[config.mk]
export PLATFORM = sky130hd
export DESIGN_NAME = ring_stream_rand
export DESIGN_NICKNAME = d
export VERILOG_FILES = /design/src/rtl/ring_stream_rand.sv
export SDC_FILE = /design/constraint.sdc
export NUM_CORES = 2
export LEC_CHECK = 0
export ABC_AREA = 0
export CAP_MARGIN = 10
export CORE_UTILIZATION = 50
export DETAILED_ROUTE_END_ITERATION = 7
export GPL_TIMING_DRIVEN = 1
export PLACE_DENSITY = 0.68
export SYNTH_ARGS = -nofsm -noshare
export SYNTH_HDL_FRONTEND = slang
export SYNTH_SLANG_ARGS = --single-unit
[constraint.sdc]
create_clock -name clk -period 2.6 [get_ports clk]
set_input_delay 0.78 -clock clk [delete_from_list [all_inputs] [get_ports clk]]
set_output_delay 0.78 -clock clk [all_outputs]
set_load 0.05 [all_outputs]
[src/rtl/ring_stream_rand.sv]
// ring_stream_rand
//   Ring buffer that is filled by appending samples and is read back as an
//   endless, cyclic stream (addresses 0..count-1, then 0 again). It also has
//   an optional random-access read port that borrows the single RAM read
//   port for one cycle.
//
//   Build option: define RING_RAND_ACCESS_EN to enable the random read port.
//   Without it, rand_rd_en/rand_rd_addr are ignored and every rand_* output
//   is tied to zero, so the stream prefetch never stalls.
//
// Ports
//   clk           : single clock, all logic on the rising edge
//   rst           : synchronous active-high reset
//   din, wr_en    : append din at address count when not full
//   full, count   : fill status (count ranges over 0..DEPTH)
//   m_data/m_index/m_valid/m_ready : stream output with valid/ready handshake
//   rand_rd_en, rand_rd_addr       : one-cycle random read request
//   rand_busy                      : random read in flight, new requests ignored
//   rand_rd_data/rand_rd_valid/rand_rd_err : random read result strobe
module ring_stream_rand #(
  parameter int DATA_W = 14,
  parameter int ADDR_W = 7
) (
  input  logic              clk,
  input  logic              rst,
  input  logic [DATA_W-1:0] din,
  input  logic              wr_en,
  output logic              full,
  output logic [ADDR_W:0]   count,
  output logic [DATA_W-1:0] m_data,
  output logic [ADDR_W-1:0] m_index,
  output logic              m_valid,
  input  logic              m_ready,
  input  logic              rand_rd_en,
  input  logic [ADDR_W-1:0] rand_rd_addr,
  output logic              rand_busy,
  output logic [DATA_W-1:0] rand_rd_data,
  output logic              rand_rd_valid,
  output logic              rand_rd_err
);

  localparam int DEPTH = 2 ** ADDR_W;
  localparam logic [ADDR_W:0]   DepthCount = (ADDR_W + 1)'(DEPTH);
  localparam logic [ADDR_W:0]   OneCount   = (ADDR_W + 1)'(1);
  localparam logic [ADDR_W-1:0] OnePtr     = ADDR_W'(1);

  logic [DATA_W-1:0] mem [DEPTH];
  logic [DATA_W-1:0] ramRdData_q;
  logic              ramRdEn;
  logic [ADDR_W-1:0] ramRdAddr;

  logic [ADDR_W:0]   count_q, count_d;
  logic [ADDR_W-1:0] readPtr_q, readPtr_d;
  logic [1:0]        occ_q, occ_d;
  logic              inflight_q, inflight_d;
  logic [ADDR_W-1:0] inflightIdx_q, inflightIdx_d;
  logic [DATA_W-1:0] buf0Data_q, buf0Data_d, buf1Data_q, buf1Data_d;
  logic [ADDR_W-1:0] buf0Idx_q, buf0Idx_d, buf1Idx_q, buf1Idx_d;

  logic              wrAccept;
  logic              pop;
  logic              streamIssue;
  logic              randGrant;
  logic [ADDR_W-1:0] randRdAddr;

  assign full     = (count_q == DepthCount);
  assign count    = count_q;
  assign wrAccept = wr_en & ~full;

  // Buffer slot 0 is always the head of the stream.
  assign m_valid = (occ_q != 2'd0);
  assign m_data  = buf0Data_q;
  assign m_index = buf0Idx_q;
  assign pop     = m_valid & m_ready;

  // A stream read is issued when, after this cycle's pop, a buffer slot will
  // still be free for the returning data. A random read owns the port for its
  // grant cycle, and an accepted write flushes, so neither cycle issues.
  assign streamIssue = ~wrAccept & ~randGrant & (count_q != '0) &
                       ((({1'b0, occ_q} + {2'b00, inflight_q}) < 3'd2) | pop);

  assign ramRdEn   = randGrant | streamIssue;
  assign ramRdAddr = randGrant ? randRdAddr : readPtr_q;

  // Simple dual-port RAM: write at the fill position, registered read.
  always_ff @(posedge clk) begin
    if (wrAccept) begin
      mem[count_q[ADDR_W-1:0]] <= din;
    end
    if (ramRdEn) begin
      ramRdData_q <= mem[ramRdAddr];
    end
  end

  // Stream next-state: a write flushes the buffer and the pending read;
  // otherwise returning read data is pushed behind the current head.
  always_comb begin
    count_d       = count_q;
    readPtr_d     = readPtr_q;
    occ_d         = occ_q;
    inflight_d    = inflight_q;
    inflightIdx_d = inflightIdx_q;
    buf0Data_d    = buf0Data_q;
    buf0Idx_d     = buf0Idx_q;
    buf1Data_d    = buf1Data_q;
    buf1Idx_d     = buf1Idx_q;

    if (wrAccept) begin
      count_d    = count_q + OneCount;
      readPtr_d  = '0;
      occ_d      = 2'd0;
      inflight_d = 1'b0;
    end else begin
      inflight_d = streamIssue;
      if (streamIssue) begin
        inflightIdx_d = readPtr_q;
        readPtr_d     = ({1'b0, readPtr_q} == (count_q - OneCount)) ? '0 : readPtr_q + OnePtr;
      end

      if (pop) begin
        buf0Data_d = buf1Data_q;
        buf0Idx_d  = buf1Idx_q;
      end

      // New data lands in slot 0 only if slot 0 is empty after the pop.
      if (inflight_q) begin
        if ((occ_q == 2'd0) || ((occ_q == 2'd1) && pop)) begin
          buf0Data_d = ramRdData_q;
          buf0Idx_d  = inflightIdx_q;
        end else begin
          buf1Data_d = ramRdData_q;
          buf1Idx_d  = inflightIdx_q;
        end
      end

      occ_d = occ_q + {1'b0, inflight_q} - {1'b0, pop};
    end
  end

  // Stream state registers.
  always_ff @(posedge clk) begin
    if (rst) begin
      count_q       <= '0;
      readPtr_q     <= '0;
      occ_q         <= 2'd0;
      inflight_q    <= 1'b0;
      inflightIdx_q <= '0;
      buf0Data_q    <= '0;
      buf0Idx_q     <= '0;
      buf1Data_q    <= '0;
      buf1Idx_q     <= '0;
    end else begin
      count_q       <= count_d;
      readPtr_q     <= readPtr_d;
      occ_q         <= occ_d;
      inflight_q    <= inflight_d;
      inflightIdx_q <= inflightIdx_d;
      buf0Data_q    <= buf0Data_d;
      buf0Idx_q     <= buf0Idx_d;
      buf1Data_q    <= buf1Data_d;
      buf1Idx_q     <= buf1Idx_d;
    end
  end

`ifdef RING_RAND_ACCESS_EN
  typedef enum logic [1:0] {
    RAND_IDLE,
    RAND_GRANT,
    RAND_DATA
  } randState_e;

  randState_e        randState_q, randState_d;
  logic [ADDR_W-1:0] randAddr_q, randAddr_d;
  logic              randErr_q, randErr_d;
  logic [DATA_W-1:0] randData_q, randData_d;
  logic              randValid_q, randValid_d;
  logic              randErrOut_q, randErrOut_d;

  // Random read sequencer: latch the request, take the RAM port in the next
  // cycle, then publish the result. The range check uses the count seen when
  // the request arrives, and out-of-range requests never touch the RAM.
  always_comb begin
    randState_d  = randState_q;
    randAddr_d   = randAddr_q;
    randErr_d    = randErr_q;
    randData_d   = randData_q;
    randValid_d  = 1'b0;
    randErrOut_d = 1'b0;
    randGrant    = 1'b0;

    case (randState_q)
      RAND_IDLE: begin
        if (rand_rd_en) begin
          randAddr_d  = rand_rd_addr;
          randErr_d   = ({1'b0, rand_rd_addr} >= count_q);
          randState_d = RAND_GRANT;
        end
      end
      RAND_GRANT: begin
        randGrant   = ~randErr_q;
        randState_d = RAND_DATA;
      end
      RAND_DATA: begin
        randValid_d  = 1'b1;
        randErrOut_d = randErr_q;
        randData_d   = randErr_q ? '0 : ramRdData_q;
        randState_d  = RAND_IDLE;
      end
      default: begin
        randState_d = RAND_IDLE;
      end
    endcase
  end

  // Random read registers; reset drops any request in flight.
  always_ff @(posedge clk) begin
    if (rst) begin
      randState_q  <= RAND_IDLE;
      randAddr_q   <= '0;
      randErr_q    <= 1'b0;
      randData_q   <= '0;
      randValid_q  <= 1'b0;
      randErrOut_q <= 1'b0;
    end else begin
      randState_q  <= randState_d;
      randAddr_q   <= randAddr_d;
      randErr_q    <= randErr_d;
      randData_q   <= randData_d;
      randValid_q  <= randValid_d;
      randErrOut_q <= randErrOut_d;
    end
  end

  assign randRdAddr    = randAddr_q;
  assign rand_busy     = (randState_q != RAND_IDLE);
  assign rand_rd_data  = randData_q;
  assign rand_rd_valid = randValid_q;
  assign rand_rd_err   = randErrOut_q;
`else
  logic unusedRand;
  assign unusedRand    = rand_rd_en ^ (^rand_rd_addr);
  assign randGrant     = 1'b0;
  assign randRdAddr    = '0;
  assign rand_busy     = 1'b0;
  assign rand_rd_data  = '0;
  assign rand_rd_valid = 1'b0;
  assign rand_rd_err   = 1'b0;
`endif

endmodule

==> metrics <==
outcome=complete, but fails checks; violated checks=negative setup slack; highest ir drop seen on vdd=636 uV; synthesized cell area=72900 um2; most frequent cells in the layout=edfxtp_1, buf_4, mux4_2, mux2i_1, buf_12; end point of the critical path=full; Site Rows=139; Die Ht=roughly 380 um; post-synthesis async set-or-reset flop share=0; post-synth cell types=71; RR Endpoint=ramRdData_q[4]; DR iter-0 viols=4843; Post-synth EDFFs=1806; critical path fanouts, max=2; Hold Crit Class=in2reg; arrival time worst endpoint=2.13 ns; via count=~40000; Clock Root Buffer=clkbuf_16; Initial Util=0.506; max-slew violation count=0; CP Class=reg2out; Crit path largest cell delay=0.39 ns; DR vias/cell=6.18; die width=384 um; Reg-to-Reg Start=ramRdAddr[0]; Critical-path top delay cell=or3b_4; top_reg_cell synth=edfxtp_1; routed length per instance=roughly 30 um; I/O pins=74; die area=147000 um2; most common cell after layout, fill and taps aside=edfxtp_1; XOR/XNOR share of the synthesized area=0.00259; crit path buf inv count=2; Tightest Pin Transition=0.821 ns; WP depth=5; Initial DRT Pass Iterations=6; R2R depth=11; number of synthesized register bits=1873; GRT Resource Usage Total=0.261; Simple-Gate Fraction of Synth Area=0.0262; WL final=193000 um; largest net degree at the start of global routing=~130; total gr overflow=0; total CTS buffers=between 150 and 200; mux share of post-synthesis cell area=0.142; first-pass GRT wire length=275000 um; worst setup path start=count[1]; clk slew on worst S/H paths=0.06 ns; Detail Route Antenna Nets=0; Avg Inst Size Synth=20.2 um2; Synth Area in Compound Gates=0.0427; clk sinks=between 1500 and 2000; share of layout cells above drive strength 1=0.367; DRC Markers=0; Worst-Skew Late Latency=0.82 ns; Syn Inst Count=3602; cells along the critical path=inv_4 -> ha_4 -> or3b_4 -> nor3_4 -> buf_12; WHS Path Cells=3; Rel. slew slack=0.453; Highest Clock Rate=between 300 and 400 MHz; Core Util, Final=0.627; Clock Skews=0.0207 ns; CTS tree=yes; CP required=1.82 ns; Final WS setup=-0.311 ns; initial antenna violation count=5; nature of the critical path startpoint=register; fin nets=4384; core area=144000 um2; Seq/Total Area, Yosys=0.762; DPL Wire Length=121000 um; Synth Area in Adders=0.00103; Port-buffer cells=48; worst slack, placed=-0.842 ns; Tmin final=2.91 ns; # setup viols final=14; RSZ-0062 raised after global routing=yes; Final GP Congestion=0.898; final hold violations=0; crit share post-route=1.12; Leak=28.7 nW; vias in the first global route=38900; Setup crit end kind=output pin; largest family of logic cells by synthesized area=multiplexers; critical path's top delay family=simple AND/OR/NAND/NOR gates; MaxCap Viol Count=0; CTS H-tree depth=4; synthesis-to-layout area growth=24.0%; register-to-register setup slack=-0.14 ns; clock tree buffer depth=3; Yosys Warn Count=0; PwrDens=about 690 nW/um2
[through the flow]
step	hold WS [ns]	cell area, um2	instances	power, mW	setup TNS, ns
after detailed placement	0.457	82000	5972	37.0	-110.72
after CTS	0.266	89500	6371	62.6	-1.20
final	0.327	90500	6405	62.5	-1.33
after floorplan	0.446	73400	3618	35.4	-12.36
after global placement	0.457	82000	5972	37.0	-106.59
after global routing	0.334	90400	6404	64.0	-1.92
[cell families after synthesis]
| group | after synthesis |
|---|---|
| AO/OA/AOI/OAI | 428 |
| XOR/XNOR | 20 |
| adder cells (fa/ha/maj) | 6 |
| buffers and inverters | 265 |
| flip-flops | 1873 |
| multiplexers | 605 |
| other | 1 |
| AND/OR/NAND/NOR | 404 |
[where the power goes]
group / internal, mW / total [mW] / switching [mW]
combinational: 1.57 / 3.62 / 2.05
clock: 14.5 / 25.6 / 11.1
sequential: 33.2 / 33.2 / 0.0840
[cell type report]
cell class / count / area [um2]
diodes: 1 / 2.50
clock buffers: 220 / 4730
clock inverters: 113 / 1060
fillers: 9531 / 53700
inverters: 34 / 133
multi-input cells: 1480 / 17400
flip-flops and latches: 1873 / 55600
well taps: 1903 / 2380
repair buffers: 781 / 9200
[flip-flops by register name, indices dropped and copies added (netlist names)]
name           count
count              8
buf1Idx_q          7
m_index            7
buf1Data_q        14
inflight_q         1
ramRdAddr          7
occ_q              2
mem             1792
m_data            14
inflightIdx_q      7
ramRdData_q       14
[Yosys cell counts (5+ instances only)]
library cell / count / area share
a2111oi_0: 7 / 0.00084
a211o_1: 10 / 0.0012
a211oi_1: 77 / 0.0079
a21oi_1: 40 / 0.0027
a221oi_1: 30 / 0.0036
a22o_1: 24 / 0.0029
a22oi_1: 47 / 0.0048
a31oi_1: 10 / 0.00086
and3_1: 9 / 0.00077
buf_1: 6 / 0.00031
buf_2: 55 / 0.0038
buf_4: 62 / 0.0064
buf_6: 46 / 0.0071
clkbuf_1: 60 / 0.0031
dfxtp_1: 67 / 0.018
edfxtp_1: 1806 / 0.74
ha_1: 6 / 0.0010
inv_1: 33 / 0.0017
mux2_2: 34 / 0.0053
mux2i_1: 229 / 0.031
mux4_2: 339 / 0.10
nand2_1: 65 / 0.0033
nand2b_1: 9 / 0.00077
nand3_1: 21 / 0.0014
nand4_1: 8 / 0.00069
nor2_1: 179 / 0.0092
nor2b_1: 26 / 0.0022
nor3_1: 23 / 0.0016
nor4_1: 5 / 0.00043
o21ai_0: 35 / 0.0024
o221ai_1: 32 / 0.0038
o22ai_1: 74 / 0.0063
o32a_1: 9 / 0.0012
o41ai_1: 6 / 0.00072
or2_2: 5 / 0.00043
or3_1: 28 / 0.0024
xnor2_1: 10 / 0.0012
xor2_1: 9 / 0.0011
[layer usage]
layer | wire, um | part of all wire | vias to the layer above | track usage
met3 | 18900 | 0.098 | 280 | 0.0484
met1 | 77100 | 0.40 | 20800 | 0.375
met2 | 90700 | 0.47 | 2016 | 0.406
met4 | 5790 | 0.030 | 6 | 0.0846
met5 | 37 | 0.00019 | - | 0
li1 | - | - | 16500 | -
[worst register-to-register path: cells and delay by family, from the launching register on]
family	cells	cell delay [ns]
AOI/OAI and AO/OA	3	0.59
buffers and inverters	6	0.85
DFF	1	0.42
muxes	2	0.61
[worst min path at each step]
stage,start,endpoint,slack (ns)
5_1_grt,rst,occ_q[0],0.33
2_1_floorplan,inflightIdx_q[0],inflightIdx_q[0],0.45
6_report,rst,occ_q[0],0.33
3_5_place_dp,m_data[12],m_data[12],0.46
4_1_cts,rst,occ_q[0],0.27
3_3_place_gp,m_data[9],m_data[9],0.46
[timing repair]
action / in CTS / in global routing
pin swaps: 33 / 57
hold buffers: 0 / 0
cloned: 9 / 5
setup buffers: 61 / 44
endpoints found under the setup margin: 40 / 40
gates resized for setup: 234 / 135
Power figures use the tool's default switching activity.
